--- src/rtl/morse_symbol_classifier.sv ---
// Morse element classifier: times debounced key presses/releases in dot units, emits letter codes and word strobes.
// Define MORSE_MIN_PRESS_EN to reject presses shorter than MIN_PRESS_CYCLES as glitches.
module morse_symbol_classifier #(
    parameter int UNIT_CYCLES      = 5_000_000,
    parameter int DASH_UNITS       = 2,
    parameter int LETTER_GAP_UNITS = 3,
    parameter int WORD_GAP_UNITS   = 7,
    parameter int MAX_ELEMS        = 5
`ifdef MORSE_MIN_PRESS_EN
    ,
    parameter int MIN_PRESS_CYCLES = UNIT_CYCLES / 4
`endif
) (
    input  logic                             clk,
    input  logic                             reset,
    input  logic                             db_btn_i,
    output logic                             letter_valid_o,
    output logic [MAX_ELEMS-1:0]             code_o,
    output logic [$clog2(MAX_ELEMS+1)-1:0]   len_o,
    output logic                             letter_err_o,
    output logic                             word_end_o,
    output logic                             busy_o
);
    localparam int PW = $clog2(UNIT_CYCLES);
    localparam int UW = $clog2(WORD_GAP_UNITS + 1);
    localparam int LW = $clog2(MAX_ELEMS + 1);
    localparam logic [PW-1:0] PRESC_TOP   = PW'(UNIT_CYCLES - 1);
    localparam logic [UW-1:0] DASH_U      = UW'(DASH_UNITS);
    localparam logic [UW-1:0] LETTER_LAST = UW'(LETTER_GAP_UNITS - 1);
    localparam logic [UW-1:0] WORD_LAST   = UW'(WORD_GAP_UNITS - 1);
    localparam logic [UW-1:0] WORD_U      = UW'(WORD_GAP_UNITS);
    localparam logic [LW-1:0] MAX_LEN     = LW'(MAX_ELEMS);

    typedef enum logic [1:0] {IDLE, PRESS, GAP, WORD_WAIT} state_t;
    state_t state, state_nxt, press_exit;

    logic                 btn_q, rise, fall, key_edge, tick, glitch;
    logic [PW-1:0]        presc;
    logic [UW-1:0]        unit_cnt;
    logic [MAX_ELEMS-1:0] code_acc;
    logic [LW-1:0]        len_acc;
    logic                 ovf, is_dash, elem_add, emit_letter, emit_word;

    assign rise     = db_btn_i & ~btn_q;
    assign fall     = ~db_btn_i & btn_q;
    assign key_edge = rise | fall;
    assign tick     = (presc == PRESC_TOP);
    assign is_dash  = (unit_cnt >= DASH_U);

`ifdef MORSE_MIN_PRESS_EN
    localparam int CW = $clog2(MIN_PRESS_CYCLES + 2);
    localparam logic [CW-1:0] MIN_LEN = CW'(MIN_PRESS_CYCLES);
    logic [CW-1:0] press_len;
    logic [PW-1:0] gap_presc, gap_presc_nxt;
    logic [UW-1:0] gap_unit, gap_unit_nxt;
    state_t        resume;

    assign glitch     = fall && (state == PRESS) && (press_len < MIN_LEN);
    assign press_exit = glitch ? resume : GAP;

    // Release timer that ignores rises, so a rejected press leaves gap timing untouched.
    always_comb begin
        gap_presc_nxt = gap_presc + 1'b1;
        gap_unit_nxt  = gap_unit;
        if (gap_presc == PRESC_TOP) begin
            gap_presc_nxt = '0;
            if (gap_unit != WORD_U) gap_unit_nxt = gap_unit + 1'b1;
        end
    end

    always_ff @(posedge clk or posedge reset) begin
        if (reset) begin
            press_len <= '0;
            resume    <= IDLE;
            gap_presc <= '0;
            gap_unit  <= '0;
        end else begin
            if (rise) begin
                press_len <= CW'(1);
                resume    <= state;
            end else if (state == PRESS && press_len < MIN_LEN) begin
                press_len <= press_len + 1'b1;
            end
            if (fall && !glitch) begin
                gap_presc <= '0;
                gap_unit  <= '0;
            end else begin
                gap_presc <= gap_presc_nxt;
                gap_unit  <= gap_unit_nxt;
            end
        end
    end
`else
    assign glitch     = 1'b0;
    assign press_exit = GAP;
`endif

    // Edges restart timing and take priority over a coincident tick.
    always_ff @(posedge clk or posedge reset) begin
        if (reset) begin
            btn_q    <= 1'b1;
            presc    <= '0;
            unit_cnt <= '0;
        end else begin
            btn_q <= db_btn_i;
`ifdef MORSE_MIN_PRESS_EN
            if (glitch) begin
                presc    <= gap_presc_nxt;
                unit_cnt <= gap_unit_nxt;
            end else
`endif
            if (key_edge) begin
                presc    <= '0;
                unit_cnt <= '0;
            end else if (tick) begin
                presc <= '0;
                if (unit_cnt != WORD_U) unit_cnt <= unit_cnt + 1'b1;
            end else begin
                presc <= presc + 1'b1;
            end
        end
    end

    always_ff @(posedge clk or posedge reset) begin
        if (reset) state <= IDLE;
        else       state <= state_nxt;
    end

    always_comb begin
        state_nxt = state;
        case (state)
            IDLE:      if (rise) state_nxt = PRESS;
            PRESS:     if (fall) state_nxt = press_exit;
            GAP:       if (rise) state_nxt = PRESS;
                       else if (tick && unit_cnt == LETTER_LAST) state_nxt = WORD_WAIT;
            WORD_WAIT: if (rise) state_nxt = PRESS;
                       else if (tick && unit_cnt == WORD_LAST) state_nxt = IDLE;
            default:   state_nxt = IDLE;
        endcase
    end

    always_comb begin
        busy_o      = (state != IDLE);
        elem_add    = (state == PRESS) && fall && !glitch;
        emit_letter = (state == GAP) && !rise && tick && (unit_cnt == LETTER_LAST);
        emit_word   = (state == WORD_WAIT) && !rise && tick && (unit_cnt == WORD_LAST);
    end

    always_ff @(posedge clk or posedge reset) begin
        if (reset) begin
            code_acc       <= '0;
            len_acc        <= '0;
            ovf            <= 1'b0;
            letter_valid_o <= 1'b0;
            word_end_o     <= 1'b0;
            code_o         <= '0;
            len_o          <= '0;
            letter_err_o   <= 1'b0;
        end else begin
            letter_valid_o <= emit_letter;
            word_end_o     <= emit_word;
            if (emit_letter) begin
                code_o       <= code_acc;
                len_o        <= len_acc;
                letter_err_o <= ovf;
                code_acc     <= '0;
                len_acc      <= '0;
                ovf          <= 1'b0;
            end else if (elem_add) begin
                if (len_acc < MAX_LEN) begin
                    code_acc <= code_acc | (MAX_ELEMS'(is_dash) << len_acc);
                    len_acc  <= len_acc + 1'b1;
                end else begin
                    ovf <= 1'b1;
                end
            end
        end
    end
endmodule
--- config.mk ---
export PLATFORM = sky130hd
export DESIGN_NAME = morse_symbol_classifier
export DESIGN_NICKNAME = d
export VERILOG_FILES = /design/src/rtl/morse_symbol_classifier.sv
export SDC_FILE = /design/constraint.sdc
export NUM_CORES = 1
export LEC_CHECK = 0
export CAP_MARGIN = 20
export CORE_ASPECT_RATIO = 0.7
export CORE_MARGIN = 1.5
export CORE_UTILIZATION = 53
export CTS_CLUSTER_SIZE = 25
export DETAILED_ROUTE_END_ITERATION = 6
export PLACE_DENSITY = 0.81
export SYNTH_ARGS = -nofsm -noshare
export SYNTH_HDL_FRONTEND = slang
export SYNTH_SLANG_ARGS = --single-unit
--- constraint.sdc ---
create_clock -name clk -period 2.41 [get_ports clk]
set_input_delay 0.6025 -clock clk [delete_from_list [all_inputs] [get_ports clk]]
set_output_delay 0.6025 -clock clk [all_outputs]
set_load 0.03 [all_outputs]
==> metrics.txt, run 1 <==
Slew @ Worst Pin 0.541 ns; top-area cell type share of the netlist area 0.494; power share of the combinational group 0.108; critical path peak fanout 5; clock share of power 0.377; hold depth 1; switching share of power 0.255; Congestion Overflow GR 0; VDD IR max 0.000415 V; Final Setup Violations 0; core area 4380 sq um; final WL 5020 um; # IOs 15; fraction of layout cells with a size suffix above 1 0.157; Synth Area in Simple Gates 0.234; Syn Area/Cell 10.2 sq um; CTS root buf clkbuf_8; total track usage 0.220; gpl congestion 0.842; H-tree levels 2; drt via density 5.94; chip width 84.0 um; worst relative slew slack 0.634; WP data required 2.59 ns; die height 59.7 um; worst reg-to-reg path cell count 8; largest area contributor in the netlist dfrtp_1; CP Capture Type flip-flop; via count 1912; register share of total power 0.515; XOR/XNOR share of the synthesized area 0.0468; synth unique cells 40; Final nets 276; Initial Util 0.555; Cell Pwr Density 627 nW/um^2; predominant post-synthesis flop cell dfrtp_1; latest clock arrival within the worst-skew pair 0.30 ns; filler cell count 325; Startpoint Class input port; first-pass GRT wire length 8490 um; Netlist Area Pre-Place 2430 sq um; Adder-Cell Fraction of Synth Area 0.0360; Antenna diodes 0; deepest clock path buffer count 2; Fin Setup TNS 0 ns; Avg WL per Cell 15.6 um; run status finished, final reports clean; hold crit path type flip-flop to flip-flop; post-synth net total 248; initial antenna violation count 0; Synth async-reset ratio 1.00; final core occ 0.661; RSZ-0062 raised after global routing false; Sink Count 49; PortBufs 14; cell count after synthesis 238; ranking of synthesized cells by area dfrtp_1, nor2_1, mux2_2; Final period util 0.979; synthesized flop and latch total 49; Min Clock Period, post-route 2.36 ns; crit path DAT 2.54 ns; Die ar. 5010 sq um; mux cell area share after synthesis 0.0432; Initial DRT Pass Iterations 4; hold violation count in the final report 0; CTS Buf Count 5; Leak Pwr 1.26 nW; Iter 0 DRT Violations 108; CTS tree built; Post-synth EDFFs 0; vias in the first global route 1767; area occupied by multi-input gates 1110 sq um; Setup WS pre-CTS -0.414 ns; NetSw 0.462 mW; std cell rows 20; CTS clock-pin slew for the worst setup and hold paths 0.08 ns; Layout Skew 0.00751 ns; min setup slack post-route 0.0512 ns; largest net degree at the start of global routing 32; synth cell count leaders dfrtp_1, nor2_1, a21oi_1, inv_1, nand2_1; Slew Limit Fails 0; Setup CP Type input port to flip-flop; most common cell in the synthesized netlist dfrtp_1; # hold bufs at CTS 0; Layout area overhead 19.1%; DPL Wire Length 3480 um; sequential area share after synthesis 0.505; DRC viols 0; fmax 424 MHz; post-route ant nets 0; Compound-Gate Fraction of Synth Area 0.0941; flip-flop and latch area 1230 sq um; # Max-Cap Violations 0; P_int 1.35 mW; synth warn 0; largest family of logic cells by synthesized area simple AND/OR/NAND/NOR gates
[cell type report]
cell class / instances / share of cell area
clock buffers: 5 / 0.0238
multi-input cells: 167 / 0.383
inverters: 14 / 0.0181
clock inverters: 3 / 0.0225
flip-flops and latches: 49 / 0.424
repair buffers: 29 / 0.105
well taps: 55 / 0.0238
[power groups by stage]
stage,Sequential (mW),Clock (mW),Combinational [mW]
floorplan,0.920,0,0.149
global placement,0.948,0,0.189
detailed placement,0.950,0,0.195
CTS,0.935,0.705,0.198
global route,0.947,0.732,0.223
finish,0.936,0.684,0.196
[sequential cells by signal (all words and copies together) (netlist names)]
name            cells
word_end_o          1
ovf                 1
len_acc             3
state               2
unit_cnt            3
code_o              5
btn_q               1
presc              23
letter_valid_o      1
code_acc            5
len_o               3
letter_err_o        1
[stage by stage]
step | std cells | hold WS [ns] | power (mW) | cell area, sq um
final | 322 | 0.493 | 1.82 | 2900
after detailed placement | 310 | 0.484 | 1.15 | 2700
after global placement | 310 | 0.476 | 1.14 | 2700
after CTS | 322 | 0.496 | 1.84 | 2900
after floorplan | 238 | 0.455 | 1.07 | 2430
after global routing | 322 | 0.518 | 1.90 | 2900
[cell families (layout without fill, tap and decap cells)]
group | count (synthesis) | after routing
simple gates | 99 | 99
flops | 49 | 49
compound gates | 39 | 39
buf+inv | 22 | 51
xor+xnor | 13 | 13
mux | 9 | 9
fa+ha+maj | 7 | 7
[layout by cell type, fill, tap and decap left out, drive strengths merged, types with 4 or more instances in the layout]
master / synthesis / layout
a21oi: 16 / 16
a31oi: 4 / 4
buf: 4 / 15
clkbuf: 4 / 5
clkdlybuf4s50: 0 / 13
dfrtp: 48 / 48
ha: 7 / 7
inv: 14 / 14
mux2: 9 / 9
nand2: 13 / 13
nand3: 10 / 10
nand4: 7 / 7
nor2: 26 / 26
nor3: 8 / 8
nor4: 4 / 4
nor4b: 4 / 4
o21ai: 9 / 9
o31ai: 6 / 6
or3: 8 / 8
or4: 8 / 8
xnor2: 10 / 10
[worst max-delay path, cell delays in order]
cell           delay (ns)
dlygate4sd2_1        0.26
ha_1                 0.21
or2b_2               0.31
or3_4                0.35
nor3_4               0.22
buf_6                0.14
buf_12               0.10
mux2_2               0.33
[layer usage]
metal,track usage,wire (um)
met5,0,0
met4,0.0656,65
met3,0.0566,321
met2,0.334,2200
met1,0.316,2440
[final timing paths]
| check | to | start | slack (ns) |
|---|---|---|---|
| min in group asynchronous | presc[21] | reset | 0.61 |
| max | len_o[1] | db_btn_i | 0.05 |
| max reg2reg | len_o[1] | btn_q | 0.06 |
| min | presc[0] | presc[0] | 0.49 |
| min reg2reg | presc[0] | presc[0] | 0.49 |
| max in group asynchronous | presc[2] | reset | 1.29 |
[what timing repair did]
action,4_1_cts,5_1_grt
gates resized for setup,5,0
buffers inserted,3,0
endpoints found under the setup margin,9,0
(Power assumes the default switching activity.)
==> run 2, diff against run 1 <==
ABC_AREA = 1   (was not set)
==> run 2 against run 1 <==
Against the previous run:
- global-route usage down 0.22 points
- total power up 1.2%
- critical path depth down 5
- register-to-register slack better by 0.43 ns
- flip-flop and latch count unchanged
- clock skew up 0.0029 ns
- non-clock buffer count down 13
- count of clock-buffer cells in the layout unchanged
- combinational power up 30%
- largest power group unchanged
- first-iteration DRC count up 140%
- die area up 5.5%
==> metrics.txt, run 2 <==
Iter 0 DRT Violations 259 (+140%); largest family of logic cells by synthesized area simple AND/OR/NAND/NOR gates; XOR/XNOR share of the synthesized area 0.0204 (-0.0264); Slew Limit Fails 0 (unchanged); Layout area overhead 13.5%; Fin Setup TNS 0 ns (unchanged); Adder-Cell Fraction of Synth Area 0.0340 (-0.00196); synth unique cells 29 (-28%); hold depth 2 (+1); critical path peak fanout 4 (-1); biggest regs presc x23, code_acc x5, code_o x5; filler cell count 380 (+17%); Final nets 351 (+27%); RR Endpoint presc[18]; Netlist Area Pre-Place 2570 sq um (+5.8%); CP max-delay cell clkdlybuf4s50_1; predominant post-synthesis flop cell dfrtp_1; post-route ant nets 0 (unchanged); Critical Path, Cell by Cell inv_1, nand2_1, clkdlybuf4s50_1; commonest non-fill, non-tap cells in the layout nand2_1, inv_1, dfrtp_1, nor2_1, nand3_1; cell count after synthesis 321 (+35%); gpl congestion 0.969 (+15%); # hold bufs at CTS 0 (unchanged); Biggest register presc; synth cell count leaders nand2_1, inv_1, dfrtp_1, nor2_1, nand3_1; initial antenna violation count 0 (unchanged); worst r2r src presc[0]; PostCTS Resize Cnt 0 (-5); DRC viols 0 (unchanged); Cell Pwr Density 629 nW/um^2 (+0.37%); deepest clock path buffer count 2 (unchanged); Crit path buffers/inverters 2 (-1); std cell rows 20 (unchanged); Antenna diodes 0 (unchanged); hold crit path type flip-flop to flip-flop; worst relative slew slack 0.663 (+0.0286); crit path DAT 1.52 ns (-1.02 ns); sequential area share after synthesis 0.477 (-0.0275); RSZ-0062 raised after global routing false; commonest non-fill, non-tap cell in the layout nand2_1; Setup Buffers After CTS 0 (-3); run status finished, final reports clean; core area 4500 sq um (+2.9%); Largest delay share family, worst path buffers and inverters; ranking of synthesized cells by area dfrtp_1, nand2_1, inv_1; slowest stage delay, CP 0.66 ns (+0.31 ns); Final period util 0.881 (-0.0982); CP Depth 3 (-5); P_int 1.37 mW (+0.87%); hold path endpoint len_o[1]; most common cell in the synthesized netlist nand2_1; Initial DRT Pass Iterations 7 (+3); final WL 5240 um (+4.3%); Placed Area 2780 sq um (+3.0%); fmax 471 MHz (+11%); hold violation count in the final report 0 (unchanged); Leak Pwr 1.37 nW (+8.6%); Final Instance Area 2920 sq um (+0.78%); Layout Skew 0.0105 ns (+0.00295 ns); total track usage 0.218 (-0.00216); Slew @ Worst Pin 0.502 ns (-0.0391 ns); final hold slack 0.494 ns (+0.000725 ns); post-synth net total 331 (+33%); # Max-Cap Violations 0 (unchanged); chip width 86.3 um (+2.7%); register share of total power 0.485 (-0.030); latest clock arrival within the worst-skew pair 0.30 ns (about the same); CP Capture Type output pin; final total power 1.84 mW (+1.2%); clock share of power 0.377 (about the same); CTS Buf Count 5 (unchanged); worst reg-to-reg path cell count 10 (+2); # IOs 15 (unchanged); via count 2088 (+9.2%); Hold Path Origin len_o[1]; die height 61.3 um (+2.7%); Startpoint Class flip-flop; Avg WL per Cell 13.2 um (-15%); power share of the combinational group 0.138 (+0.030); DPL Wire Length 3970 um (+14%); CTS clock-pin slew for the worst setup and hold paths 0.10 ns (+0.02 ns); Synth async-reset ratio 1.00 (unchanged); Reg2Reg Setup Slack 0.49 ns (+0.43 ns); first-pass GRT wire length 8710 um (+2.7%); WP data required 1.81 ns (-0.78 ns); VDD IR max 0.000326 V (-22%); Min Clock Period, post-route 2.12 ns (-0.237 ns); Initial Util 0.571 (+0.0157); PortBufs 14 (unchanged); CTS tree built; largest area contributor in the netlist dfrtp_1; H-tree levels 2 (unchanged); max reg flops 23 (unchanged); Compound-Gate Fraction of Synth Area 0.0978 (+0.00363); NetSw 0.471 mW (+2.0%); Setup CP Type flip-flop to output pin; Post-synth EDFFs 0 (unchanged); largest net degree at the start of global routing 32 (unchanged); synth warn 0 (unchanged); drt via density 5.26 (-11%); fraction of layout cells with a size suffix above 1 0.114 (-0.0433); mux cell area share after synthesis 0 (-0.0432); Sink Count 49 (unchanged); CTS root buf clkbuf_8; Congestion Overflow GR 0 (unchanged); switching share of power 0.257 (+0.00207); Synth Area in Simple Gates 0.281 (+0.0466); synthesized flop and latch total 49 (unchanged); Die ar. 5290 sq um (+5.5%); vias in the first global route 1885 (+6.7%); Syn Area/Cell 8.01 sq um (-22%); top-area cell type share of the netlist area 0.467 (-0.0269); Final Setup Violations 0 (unchanged)
==> run 2: per-layer routing <==
| layer | wire length (um) | track usage |
|---|---|---|
| met5 | 0 | 0 |
| met4 | 48 | 0.0553 |
| met3 | 357 | 0.0483 |
| met2 | 2180 | 0.326 |
| met1 | 2650 | 0.325 |
==> run 2: how the worst max path moves through the flow <==
stage                     startpoint          end  slack, ns
final                       state[0]       busy_o       0.29
after global routing        state[0]       busy_o       0.21
after CTS                   state[0]       busy_o       0.28
after floorplan             db_btn_i    code_o[3]       0.62
after detailed placement    db_btn_i    code_o[1]       0.03
after global placement      db_btn_i  unit_cnt[1]       0.13
==> run 2: final cells by class <==
| cell class | instances | area, sq um | share of cell area |
|---|---|---|---|
| clock buffer | 5 | 68.8 | 0.0236 |
| clock inverter | 3 | 68.8 | 0.0236 |
| inverter | 54 | 204 | 0.0699 |
| multi-input combinational | 215 | 1110 | 0.381 |
| sequential | 49 | 1230 | 0.420 |
| tap | 55 | 68.8 | 0.0236 |
| timing repair buffer | 16 | 168 | 0.0574 |
==> run 2: power by group through the flow <==
stage               combinational (mW)  sequential, mW  clock, mW
global placement                 0.246           0.905          0
finish                           0.254           0.891      0.692
floorplan                        0.180           0.898          0
detailed placement               0.256           0.906          0
global route                     0.289           0.897      0.740
CTS                              0.256           0.890      0.707
==> run 2: cell families after synthesis <==
kind of cell               after synthesis
and+or+nand+nor                        159
buffers and inverters                   57
DFF                                     49
AOI/OAI and AO/OA                       43
adders and majority gates                7
xor gates and xnor gates                 6
==> run 2: through the flow <==
step	utilization	cells	setup WS, ns
after detailed placement	0.618	389	0.0318
after global routing	0.648	397	0.206
after CTS	0.648	397	0.275
after floorplan	-	321	0.618
final	0.648	397	0.288
after global placement	0.618	389	0.132
==> run 2: worst reg2reg max path, cell delays in order (launching register included) <==
cell	delay [ns]
dfrtp_1	0.43
ha_1	0.23
nand2_2	0.08
nor2_4	0.17
nand2_4	0.10
nor2_2	0.17
nand2_1	0.13
nor2_2	0.18
nand2_1	0.12
o21ai_1	0.16
nor2_1	0.07
==> RTL change: new RTL, config.mk and constraints of run 1 <==
Set the parameter `UNIT_CYCLES` to 1_250_000 (it was 5_000_000).
--- a/src/rtl/morse_symbol_classifier.sv
+++ b/src/rtl/morse_symbol_classifier.sv
@@ -1,7 +1,7 @@
 // Morse element classifier: times debounced key presses/releases in dot units, emits letter codes and word strobes.
 // Define MORSE_MIN_PRESS_EN to reject presses shorter than MIN_PRESS_CYCLES as glitches.
 module morse_symbol_classifier #(
-    parameter int UNIT_CYCLES      = 5_000_000,
+    parameter int UNIT_CYCLES      = 1_250_000,
     parameter int DASH_UNITS       = 2,
     parameter int LETTER_GAP_UNITS = 3,
     parameter int WORD_GAP_UNITS   = 7,
Formal check against the unedited RTL: same outputs for any inputs over 10 cycles, from zero or initial values and one cycle with reset high; that may be too few to reach the edited logic, so the function may still have changed.
==> RTL change against run 1 <==
Sequential cell count is 2 lower; worst hold slack worse by 38 ps; clock skew is 7.4 ps higher; non-clock buffer count is 4 lower; fmax is 2.6% higher; design area is 6.5% lower; routed wire length is 7.6% lower; first-iteration DRC count is 56% higher; synthesized area is 4.9% lower; worst setup slack better by 59 ps; power is 7.1% lower; global-route usage is 1.2 points higher; synthesized cell count is 5.0% lower; largest cell class unchanged.
==> RTL change: results (changes against run 1) <==
critical_path:
  crit_start: "presc[18]"
  path_max_fanout: 7  # +2
  worstReg2RegStart: "presc[18]"
  worstPathArrival_ps: 2500  # -40 ps
synthesis:
  synth_area_leaders: "dfrtp_1 (50%), xor2_1 (4.5%), nor2_1 (4.1%), ha_1 (3.8%), mux2_2 (3.4%)"
  synth_cells: 226  # -5.0%
  synth_nets: 236  # -4.8%
  yosysSeqAreaShare_pct: 50.89  # +0.43 points
  yosys_warnings: 0  # unchanged
  synth.distinct_cells: 39  # -2.5%
  synthTopCellsByCount: "dfrtp_1 (46), nor2_1 (25), a21oi_1 (14)"
cells_and_area:
  reg.largest.list: "presc: 21 flops, code_acc: 5 flops, code_o: 5 flops"
  stdcell_count: 302  # -6.2%
  fillCellCount: 309  # -4.9%
  nets: 259  # -6.2%
  drive_gt1_share_pct: 14.40  # -1.3 points
sta:
  skew_ps: 14.92  # +7.405 ps
  slew_headroom_pct: 64.26  # +0.86 points
  maxSlewViolCount: 0  # unchanged
hold_path:
  hold_start: "presc[0]"
pwr:
  max-vdd-ir-drop_mv: 0.5390  # +30%
  power.static_leakage_nw: 1.214  # -4.0%
placed_design:
  gp_congestion: 0.8258  # -2.0%
  place_ws_ps: -51.41  # +362.8 ps
  placed_cells: 294  # -5.2%
  dpl_cell_area_sq_um: 2594  # -4.0%
  dp_hpwl_um: 3225  # -7.3%
grt:
  grt_pass1_vias: 1679  # -5.0%
  grt_max_degree: 48  # +50%
  grt_pass1_wl_um: 8266  # -2.6%
  groute.usage.overall_pct: 23.16  # +1.2 points
clock_tree:
  cts_setup_buffers: 0  # -3
  cts_buffers: 5  # unchanged
  post_cts_resize_count: 0  # -5
  clockBufferDepth: 2  # unchanged
  worstSkewPairLatency_ps: 310
  clk_pin_slew_ps: 100  # +20 ps
routing:
  wl_um: 4641  # -7.6%
  vias_per_cell: 5.884  # -0.91%
  drt-pass1-iter-count: 4  # unchanged
  drtIter0Drc: 169  # +56%
run_status:
  status: "finished clean"
RTL change: cell types whose count changed after synthesis, moves of 3 or more:
| cell | run 1 | this run |
|---|---|---|
| and2_1 | 0 | 3 |
| nor4_1 | 4 | 1 |
| or3_1 | 7 | 4 |
| nand4_1 | 6 | 10 |
| nor4b_1 | 4 | 0 |
| xor2_1 | 3 | 12 |
| o31ai_1 | 6 | 2 |
| xnor2_1 | 10 | 1 |
RTL change: critical path, cell delays in order (launching register included):
cell,delay (ps)
dfrtp_1,470
or3_1,360
or4_1,680
or3_4,450
a31o_1,230
RTL change: routing by layer:
layer | vias to the layer above | GRT usage [%] | routed length, um | part of all wire, %
li1 | 850 | - | - | -
met1 | 872 | 36.96 | 2312 | 50
met2 | 44 | 31.26 | 1997 | 43
met3 | 11 | 4.882 | 253 | 5.5
met4 | 0 | 7.022 | 78 | 1.7
met5 | - | 0 | 0 | 0
RTL change: path summary, 6_finish.rpt:
check	endpoint	slack, ps	cells after the start
worst max register to register	state[1]	110	4
worst max-delay path	state[1]	110	4
worst min register to register	presc[0]	460	1
worst min-delay path	presc[0]	460	1
min in group asynchronous	presc[18]	640	3
max in group asynchronous	btn_q	1490	3
RTL change: layout make-up:
type / count / area share [%]
Inverter: 12 / 1.663
Clock buffer: 5 / 2.540
Sequential cell: 47 / 43.46
Clock inverter: 3 / 1.709
Tap cell: 52 / 2.402
Timing Repair Buffer: 25 / 9.607
Multi-Input combinational cell: 158 / 38.61
RTL change: metrics by stage:
step | hold WS, ps | util (%)
after floorplan | 423.9 | -
after global placement | 436.0 | 64.18
after detailed placement | 449.5 | 64.18
after CTS | 460.8 | 67.03
after global routing | 498.9 | 67.03
final | 455.4 | 67.03
RTL change: kinds of logic (layout without fill, tap and decap cells):
family / after synthesis / count (layout) / share of synthesized area [%]
buffers and inverters: 21 / 45 / 3.893
adder cells (fa/ha/maj): 7 / 7 / 3.786
AND/OR/NAND/NOR: 94 / 94 / 23.53
flip-flops: 47 / 47 / 50.89
multiplexers: 9 / 9 / 4.381
AO/OA/AOI/OAI: 35 / 35 / 8.600
XOR/XNOR: 13 / 13 / 4.922
RTL change: power by group:
part | leakage (nW) | internal [mW] | switching (mW)
Clock | 0.0548 | 0.313 | 0.287
Sequential | 0.646 | 0.829 | 0.0747
Combinational | 0.513 | 0.0787 | 0.105
Total | 1.21 | 1.22 | 0.467
